`config.mk`:
```
export PLATFORM = sky130hd
export DESIGN_NAME = bike_sweep_scheduler
export DESIGN_NICKNAME = d
export VERILOG_FILES = /design/src/rtl/bike_sweep_scheduler.sv
export SDC_FILE = /design/constraint.sdc
export NUM_CORES = 1
export LEC_CHECK = 0
export CAP_MARGIN = 25
export CORE_MARGIN = 2
export CORE_UTILIZATION = 50
export DETAILED_ROUTE_END_ITERATION = 8
export GPL_TIMING_DRIVEN = 0
export MAX_ROUTING_LAYER = met4
export PLACE_DENSITY = 0.77
export RECOVER_POWER = 25
export SYNTH_ARGS = -nofsm -noshare
export SYNTH_HDL_FRONTEND = slang
export SYNTH_SLANG_ARGS = --single-unit
```
`constraint.sdc`:
```
create_clock -name clk_i -period 1.9 [get_ports clk_i]
set_input_delay 0.38 -clock clk_i [delete_from_list [all_inputs] [get_ports clk_i]]
set_output_delay 0.38 -clock clk_i [all_outputs]
set_load 0.01 [all_outputs]
```
`src/rtl/bike_sweep_scheduler.sv`:
```
// rtl/bike_sweep_scheduler.sv - round-robin owner of one shared 0..MAX_ADDR address sweep
// Optional abort port and early sweep termination: define BIKE_SWEEP_ABORT_EN.
module bike_sweep_scheduler #(
    parameter int NUM_REQ   = 3,
    parameter int ADDR_SIZE = 5,
    parameter int MAX_ADDR  = 20
) (
    input  logic                 clk_i,
    input  logic                 reset_i,
    input  logic [NUM_REQ-1:0]   req_i,
`ifdef BIKE_SWEEP_ABORT_EN
    input  logic [NUM_REQ-1:0]   abort_i,
`endif
    output logic [NUM_REQ-1:0]   grant_o,
    output logic [ADDR_SIZE-1:0] addr_o,
    output logic                 addr_valid_o,
    input  logic                 addr_ready_i,
    output logic [NUM_REQ-1:0]   done_o,
    output logic                 busy_o
);

    localparam int PTR_W = $clog2(NUM_REQ);
    localparam logic [ADDR_SIZE-1:0] LAST_ADDR = ADDR_SIZE'(MAX_ADDR);

    typedef enum logic [1:0] {
        S_IDLE  = 2'd0,
        S_SWEEP = 2'd1,
        S_DONE  = 2'd2
    } state_t;

    state_t               state_q, state_d;
    logic [NUM_REQ-1:0]   grant_q, grant_d;
    logic [ADDR_SIZE-1:0] addr_q, addr_d;
    logic                 addr_valid_q, addr_valid_d;
    logic [NUM_REQ-1:0]   done_q, done_d;
    logic [PTR_W-1:0]     rr_ptr_q, rr_ptr_d;
    logic [PTR_W-1:0]     owner_q, owner_d;

    logic                 found;
    logic [PTR_W-1:0]     winner;
    logic [PTR_W:0]       sum;
    logic [2*NUM_REQ-1:0] req_rot;
    logic                 abort_hit;
    logic                 last_xfer;
    logic [PTR_W-1:0]     ptr_next;

`ifdef BIKE_SWEEP_ABORT_EN
    assign abort_hit = |(abort_i & grant_q);
`else
    assign abort_hit = 1'b0;
`endif

    // Rotate requests so bit 0 is the requester at rr_ptr; the lowest set bit wins.
    assign req_rot = {req_i, req_i} >> rr_ptr_q;

    always_comb begin
        found  = 1'b0;
        winner = '0;
        sum    = '0;
        for (int k = 0; k < NUM_REQ; k++) begin
            if (!found && req_rot[k]) begin
                found = 1'b1;
                sum   = {1'b0, rr_ptr_q} + (PTR_W+1)'(k);
                if (sum >= (PTR_W+1)'(NUM_REQ)) begin
                    sum = sum - (PTR_W+1)'(NUM_REQ);
                end
                winner = sum[PTR_W-1:0];
            end
        end
    end

    assign last_xfer = addr_valid_q && addr_ready_i && (addr_q == LAST_ADDR);
    assign ptr_next  = (owner_q == PTR_W'(NUM_REQ-1)) ? '0 : owner_q + 1'b1;

    always_comb begin
        state_d      = state_q;
        grant_d      = grant_q;
        addr_d       = addr_q;
        addr_valid_d = addr_valid_q;
        done_d       = '0;
        rr_ptr_d     = rr_ptr_q;
        owner_d      = owner_q;
        case (state_q)
            S_IDLE: begin
                if (found) begin
                    grant_d      = {{(NUM_REQ-1){1'b0}}, 1'b1} << winner;
                    owner_d      = winner;
                    addr_d       = '0;
                    addr_valid_d = 1'b1;
                    state_d      = S_SWEEP;
                end
            end
            S_SWEEP: begin
                // Abort and the final transfer both close the sweep the same way.
                if (abort_hit || last_xfer) begin
                    addr_d       = '0;
                    addr_valid_d = 1'b0;
                    done_d       = grant_q;
                    grant_d      = '0;
                    rr_ptr_d     = ptr_next;
                    state_d      = S_DONE;
                end else if (addr_valid_q && addr_ready_i) begin
                    addr_d = addr_q + 1'b1;
                end
            end
            S_DONE: begin
                state_d = S_IDLE;
            end
            default: begin
                state_d = S_IDLE;
            end
        endcase
    end

    always_ff @(posedge clk_i or posedge reset_i) begin
        if (reset_i) begin
            state_q      <= S_IDLE;
            grant_q      <= '0;
            addr_q       <= '0;
            addr_valid_q <= 1'b0;
            done_q       <= '0;
            rr_ptr_q     <= '0;
            owner_q      <= '0;
        end else begin
            state_q      <= state_d;
            grant_q      <= grant_d;
            addr_q       <= addr_d;
            addr_valid_q <= addr_valid_d;
            done_q       <= done_d;
            rr_ptr_q     <= rr_ptr_d;
            owner_q      <= owner_d;
        end
    end

    assign grant_o      = grant_q;
    assign addr_o       = addr_q;
    assign addr_valid_o = addr_valid_q;
    assign done_o       = done_q;
    assign busy_o       = (state_q != S_IDLE);

endmodule

```
### Word-level counts from Yosys, hierarchy flattened

Index checks and enable logic that the tools add are counted.

| word-level totals | value |
|---|---|
| register bits | 18 |
| output and inout bits | 13 |
| input port bits | 6 |
| logic and storage cells | 64 |

| cells by class | value |
|---|---|
| equal/unequal tests | 6 |
| reductions and logical operators | 14 |
| multiplexer cells | 25 |
| $lt $le $gt $ge | 3 |
| $add $sub $neg | 7 |
| shift-type cells | 2 |

Operators with widths:

| kind | count |
|---|---|
| $mux W2 | 9 |
| $mux W5 | 3 |
| $mux W3 | 4 |
| $pmux W5 S2 | 1 |
| $ge A3 B2 Y1 const B | 2 |
| $pmux W3 S2 | 1 |
| $reduce_and A2 Y1 | 3 |
| $reduce_and A3 Y1 | 2 |
| $shr A6 B2 Y3 | 1 |
| $sub A2 B2 Y2 const B | 3 |
| $add A5 B1 Y5 const B | 1 |
| $eq A5 B5 Y1 const B | 1 |
| $mux W1 | 5 |
| $logic_and A1 B1 Y1 | 4 |
| $ne A2 B2 Y1 const B | 2 |
| $pmux W2 S2 | 1 |
| $reduce_bool A2 Y1 | 2 |
| $add A2 B1 Y3 const B | 1 |
| $add A2 B2 Y3 const B | 1 |
| $ne A3 B3 Y1 const B | 1 |
| $shl A1 B2 Y3 const A | 1 |
| $add A2 B1 Y2 const B | 1 |
| $eq A2 B1 Y1 const B | 1 |
| $eq A2 B2 Y1 const B | 1 |
| 4 further kinds | 5 |

### Logic depth before layout (Yosys ltp)

Gate-level depths: netlist of the first run.

| depth | value |
|---|---|
| word-level depth | 11 |
| gate-level depth with buffers | 8 |
| mapped depth without buffers | 8 |

### Worst setup path after synthesis of the first run

OpenSTA, ideal clock, no wires.

| timing path | value |
|---|---|
| path kind | register to register |
| from | register rr_ptr_q[1] |
| to | register grant_q[1] (netlist: grant_o[1]) |
| library setup time | 0.092 ns |
| data required time | 1.808 ns |
| arrival | 1.609 ns |
| setup slack | 0.200 ns |
| buffers on the path | 1 |
| period minus slack after synthesis | 1.700 ns |
| stages on the path, launching flop included | 7 |
| cells stage by stage | dfrtp_1 > buf_4 > or4b_1 > a31oi_1 > o21ai_1 > and3_1 > o31ai_2 |

| between the ends | value |
|---|---|
| cells in the longest elaborated chain, start to end | 11 |
| elaborated cells between the ends (all ways) | 27 |
| classes of those cells | 5 x add/sub; 3 x order compare; 1 x eq/ne; 2 x shift; 11 x mux; 5 x reduce/logical |

RTL lines:

| what | RTL line | RTL |
|---|---|---|
| start: declaration | 36 | `logic [PTR_W-1:0] rr_ptr_q, rr_ptr_d;` |
| start signal: assignment | 130 | `rr_ptr_q <= rr_ptr_d;` |
| parallel branches: the longest is 11 deep, another holds $add A2 B1 Y3 | - |  |
| end signal: assignment | 126 | `grant_q <= grant_d;` |
| end: declaration | 32 | `logic [NUM_REQ-1:0] grant_q, grant_d;` |

Parallel ways; which one is timed is not known. The select of a mux whose other input is x is not followed.
A chain may end at the register's enable or synchronous reset.

### Worst setup path in the final report of the first run

Same ends and word-level chain as after synthesis.

==> results of run 1 <==
[worst min-delay path, stage by stage (launching register included)]
cell     delay [ns]
dfrtp_1        0.38
nand2_1        0.05
nand2_1        0.05
[repair_timing]
| item | in CTS | in global routing |
|---|---|---|
| gates resized for setup | 2 | 4 |
| pin swaps | 0 | 1 |
| setup buffers | 0 | 4 |
| endpoints found under the setup margin | 3 | 5 |
[cell families after synthesis]
logic type / Yosys count / synth area share
buffers and inverters: 13 / 0.0608
adders and majority gates: 6 / 0.0744
DFF: 18 / 0.447
AOI/OAI and AO/OA: 20 / 0.128
and+or+nand+nor: 44 / 0.232
xor gates and xnor gates: 2 / 0.0174
muxes: 4 / 0.0409
[through the flow]
| step | hold WS [ns] | worst slack, ns |
|---|---|---|
| global placement | 0.488 | -0.274 |
| CTS | 0.498 | 0.000818 |
| finish | 0.515 | 0.0711 |
| global route | 0.556 | -0.00589 |
| detailed placement | 0.496 | -0.338 |
| floorplan | 0.319 | 0.200 |
[layer usage]
layer  up-vias  routed length (um)  track usage
met2        21                 968        0.304
met4         0                  61        0.133
met5         -                   0            -
met3         5                  71       0.0307
li1        428                   -            -
met1       386                 879        0.237
[power by group through the flow]
stage,Sequential [uW],Combinational [uW],Clock [uW]
after floorplan,669,539,0
after global placement,647,852,0
after detailed placement,658,875,0
after CTS,648,880,245
after global routing,665,1040,257
final,648,917,240
[placed cells by master, fill, tap and decap left out, types with 2 or more instances in the layout]
master | netlist | routed
and3_1 | 2 | 2
buf_4 | 1 | 4
buf_6 | 1 | 2
clkbuf_4 | 0 | 3
clkdlybuf4s50_1 | 0 | 14
dfrtp_1 | 18 | 17
ha_1 | 6 | 6
inv_1 | 10 | 10
mux2i_1 | 3 | 3
nand2_1 | 10 | 10
nand3_1 | 5 | 5
nand3b_1 | 2 | 2
nand4b_1 | 2 | 2
nor2_1 | 9 | 9
nor3_1 | 3 | 3
o21a_1 | 2 | 2
o21ai_0 | 7 | 7
o21ai_1 | 2 | 2
o22ai_1 | 3 | 3
or2_1 | 2 | 2
or3_1 | 2 | 2
xnor2_1 | 2 | 2
[flip-flops by register name, summed over array words and instances (netlist names)]
name          count
addr_o            5
owner_q           2
addr_valid_o      1
state_q           2
rr_ptr_q          2
grant_o           3
done_o            3
[final cells by class]
type / instances / area, sq um / area share
multi-input combinational: 76 / 503 / 0.390
clock buffer: 4 / 36.3 / 0.0281
inverter: 10 / 37.5 / 0.0291
sequential: 18 / 452 / 0.350
timing repair buffer: 21 / 201 / 0.156
tap: 27 / 33.8 / 0.0262
buffer: 3 / 27.5 / 0.0213
[worst max-delay path by stage]
stage | from | end | slack, ns | cells past startpoint
final | rr_ptr_q[1] | grant_o[1] | 0.07 | 6
after global routing | rr_ptr_q[1] | grant_o[1] | -0.006 | 6
after CTS | state_q[1] | busy_o | 0.0008 | 2
after detailed placement | req_i[2] | grant_o[2] | -0.34 | 6
after global placement | req_i[2] | grant_o[1] | -0.27 | 6
after floorplan | rr_ptr_q[1] | grant_o[1] | 0.20 | 6
==> impl_metrics.toml, run 1 <==
[outcome]
status = "complete, no violations"

[sta]
hold_viol = 0
clock_skew_ns = 0.00337
timing.fmax_mhz = 547
finalCriticalPeriod_ns = 1.83
finalCritPeriodShare = 0.963
slew_headroom = 0.562
slew_violations = 0
setup_violations = 0
setup_tns_ns = 0
tightestPinTransition_ns = 0.656

[cells_and_area]
fin_area_sq_um = 1290
final_core_util = 0.672
layout.cells.non_filler = 159
fillerInstances = 155
nets = 145
diodes = 0
syn2layout_area_growth_pct = 28.0
drive_above_1_share = 0.114

[flow_run]
cap_violations = 0

[detailed_routing]
drtIter0Drc = 15
vias = 840
vias_per_cell = 5.28
drtAntennaViolNets = 0
first_pass_iters = 2
route.detailed.drc = 0
routedWlPerCell_um = 12.5
wirelength_um = 1980

[placed_design]
placed_area_sq_um = 1210
io_buffer_count = 17
dp_hpwl_um = 1500
dp_cells = 151
routabilityCongestion = 0.920

[min_path]
min_path_type = "flop to flop"
hold_start = "addr_valid_o"
hold_end = "addr_valid_o"
hold_path_depth = 2

[synth]
synth_common_cells = "dfrtp_1, inv_1, nand2_1, nor2_1, o21ai_0"
yosysMostFrequentCell = "dfrtp_1"
yosys_most_used_dff = "dfrtp_1"
netlist-cell-type-count = 35
synth-edff-count = 0
async_flop_share = 1.00
synth_fp_nets = 119
synth_area_per_cell_sq_um = 9.42
ys_seq_area_frac = 0.447
synth.area.top_cells = "dfrtp_1, ha_1, inv_1, nand2_1, o21ai_0"
ys_ff_latch = 18
synth_cells = 107
synth_top_area_frac = 0.447
syn-cell-area_sq_um = 1010
yosys_warnings = 0
yosys.area.top_type = "dfrtp_1"

[grt]
antenna_found_initial = 0
grt_max_degree = 19
grt_pass1_vias = 814
grt_pass1_wl_um = 3460
grt_overflow = 0
track_usage = 0.196

[power]
ir_drop_mv = 0.918
p_sw_frac = 0.391
p_sw_uw = 707
fin_total_pwr_uw = 1810
p_int_uw = 1100
combPwrFrac = 0.508
p_clk_frac = 0.133
power.density_nw_per_um2 = 1400
cellLeakagePower_uw = 0.000588
pwr-share-seq = 0.359

[clock_tree]
clockRootBuffer = "clkbuf_4"
clockBufferDepth = 2
cts.htree.levels = 1
numCtsBuffers = 3
path_clk_slew_ns = 0.10
clkLatencyLatePin_ns = 0.30
cts_tree = "built"
cts_sinks = 18
ctsHoldBuffers = 0

[setup_path]
path_delay_family = "simple AND/OR/NAND/NOR gates"
worstPathCellList = "buf_6, or4bb_1, a31oi_2, o21ai_1, and3_1, o31ai_2"
reg2reg_slack_ns = 0.07
r2r_start = "rr_ptr_q[1]"
reg2regPathDepth = 6
crit_type = "flop to flop"
worstPathRequired_ns = 2.12
critPathLaunchType = "flop"
worstReg2RegEnd = "grant_o[1]"
critPathCaptureType = "flop"
crit_fanout = 10
path_buf_inv = 1
cp_slowest_cell = "or4bb_1"
critPathMaxStageDelay_ns = 0.48
cp.arrival_ns = 2.05

[floorplan]
placeableCoreArea_sq_um = 1920
num_io_pins = 19
die_width_um = 48.9
num_rows = 16
die_y_um = 48.9
dieArea_sq_um = 2390
start_util = 0.525
Power figures use the tool's default switching activity.
==> inputs of run 2 (changes only) <==
Settings changed: CORE_UTILIZATION 50 to 60, DONT_BUFFER_PORTS set to 1, GPL_ROUTABILITY_DRIVEN set to 1, PLACE_DENSITY 0.77 to 0.76.
==> run 2 against run 1 <==
  * The run now ends with negative setup slack left
  * Global-route usage up 3.9 points
  * Count of clock-buffer cells in the layout unchanged
  * Die area down 15%
==> impl_metrics.toml, run 2 (same netlist as run 1, synthesis figures left out) <==
[outcome]
status = "complete, but fails checks"
violations = "negative setup slack"

[placed_design]
placed_area_sq_um = 1030
dp_hpwl_um = 1480
io_buffer_count = 0
routabilityCongestion = 0.857

[power]
p_sw_uw = 688
pwr-share-seq = 0.426
ir_drop_mv = 0.942
cellLeakagePower_uw = 0.000507
power.density_nw_per_um2 = 1500
p_clk_frac = 0.144
combPwrFrac = 0.430
p_int_uw = 934
p_sw_frac = 0.424

[sta]
rsz0062_at_grt = "yes"
timing.fmax_mhz = 521
setup_tns_ns = -0.0179
setup_violations = 1
finalCritPeriodShare = 1.01
tightestPinTransition_ns = 0.655
setup_ws_ns = -0.0179
finalCriticalPeriod_ns = 1.92
slew_headroom = 0.563
slew_violations = 0
clock_skew_ns = 0.000964
hold_viol = 0

[clock_tree]
numCtsBuffers = 3
clockBufferDepth = 2
path_clk_slew_ns = 0.10
cts_sinks = 18
cts.htree.levels = 1
clkLatencyLatePin_ns = 0.29
clockRootBuffer = "clkbuf_4"
cts_tree = "built"

[setup_path]
cp.arrival_ns = 2.14
critPathLaunchType = "flop"
crit_fanout = 10
crit_type = "flop to flop"
worstPathRequired_ns = 2.12
critPathCaptureType = "flop"

[cells_and_area]
layout_common_cells = "dfrtp_1, nand2_1, inv_1, nor2_1, o21ai_0"
fin_area_sq_um = 1080
syn2layout_area_growth_pct = 7.32
drive_above_1_share = 0.107
fillerInstances = 122
layout_commonest_cell = "dfrtp_1"
seq_area_sq_um = 450
largest_reg_flops = 5
nets = 125
diodes = 0
multi_input_area_sq_um = 507

[floorplan]
num_io_pins = 19
start_util = 0.654
die_y_um = 45.0
die_width_um = 45.0
num_rows = 14
placeableCoreArea_sq_um = 1540
dieArea_sq_um = 2020

[detailed_routing]
drtIter0Drc = 23
routedWlPerCell_um = 15.6
wirelength_um = 2000
route.detailed.drc = 0
first_pass_iters = 4
vias = 775
drtAntennaViolNets = 0
vias_per_cell = 6.05

[grt]
antenna_found_initial = 0
grt_pass1_wl_um = 3310
grt_pass1_vias = 761
track_usage = 0.235
grt_max_degree = 19
grt_overflow = 0

[flow_run]
cap_violations = 0

[min_path]
min_path_type = "input port to asynchronous set/reset pin"
-- run 2: cell count changes in the layout (fill, tap and decap cells not counted), sizes merged --
| cell | change |
|---|---|
| dlymetal6s2s | -1 |
| dlygate4sd3 | -1 |
| buf | -3 |
| clkdlybuf4s50 | -14 |
| dlygate4sd2 | -1 |
-- run 2: critical path, stage by stage (launching register included) --
cell and delay (ns):
dfrtp_1 0.39, buf_4 0.17, or4bb_1 0.50, a31oi_2 0.27, o21ai_0 0.15, and2_1 0.20
o22ai_1 0.16
-- run 2: cell type report --
class	count	share of cell area
clock buffer	4	0.0335
tap	16	0.0185
timing repair buffer	1	0.00694
buffer	3	0.0220
sequential	18	0.416
inverter	10	0.0347
multi-input combinational	76	0.468
-- run 2: path summary, 6_finish.rpt --
path | startpoint | endpoint | slack, ns | cells past startpoint
max reg2reg | rr_ptr_q[1] | grant_o[2] | -0.02 | 6
max in group asynchronous | reset_i | done_o[1] | 1.43 | 1
min | reset_i | done_o[2] | 0.05 | 1
max | rr_ptr_q[1] | grant_o[2] | -0.02 | 6
min reg2reg | owner_q[1] | owner_q[1] | 0.52 | 2
min in group clk_i | addr_ready_i | state_q[0] | 0.44 | 3
-- run 2: stage by stage --
stage          setup WS [ns]  std cells   util  total power [uW]  hold WS (ns)
5_1_grt              -0.0746        128  0.702              1770         0.116
4_1_cts               0.0248        127  0.691              1600        0.0750
3_5_place_dp          0.0478        123  0.667              1360         0.397
3_3_place_gp          0.0847        123  0.667              1330         0.385
6_report             -0.0179        128  0.702              1620        0.0540
2_1_floorplan          0.200        107      -              1210         0.319
-- run 2: routing by layer --
| layer | part of all wire | track usage | up-vias |
|---|---|---|---|
| li1 | - | - | 388 |
| met4 | 0.024 | 0.0706 | 0 |
| met3 | 0.031 | 0.0440 | 6 |
| met1 | 0.46 | 0.294 | 369 |
| met5 | 0 | - | - |
| met2 | 0.49 | 0.389 | 12 |
-- run 2: power groups by stage --
stage,combinational (uW),sequential (uW),clock [uW]
after global placement,638,696,0
after CTS,665,695,235
final,697,690,234
after floorplan,539,669,0
after global routing,798,714,253
after detailed placement,658,703,0
-- run 2: repair_timing --
| action | 4_1_cts | 5_1_grt |
|---|---|---|
| setup buffers | 0 | 1 |
| resized for setup | 0 | 2 |
| hold buffers | 0 | 0 |
| setup endpoints to repair | 0 | 2 |
==> inputs of run 3 (changes only) <==
Settings changed: CTS_CLUSTER_DIAMETER set to 40.
==> results of run 3 <==
Same layout as run 2: the final DEF is identical, and so are final timing and power.
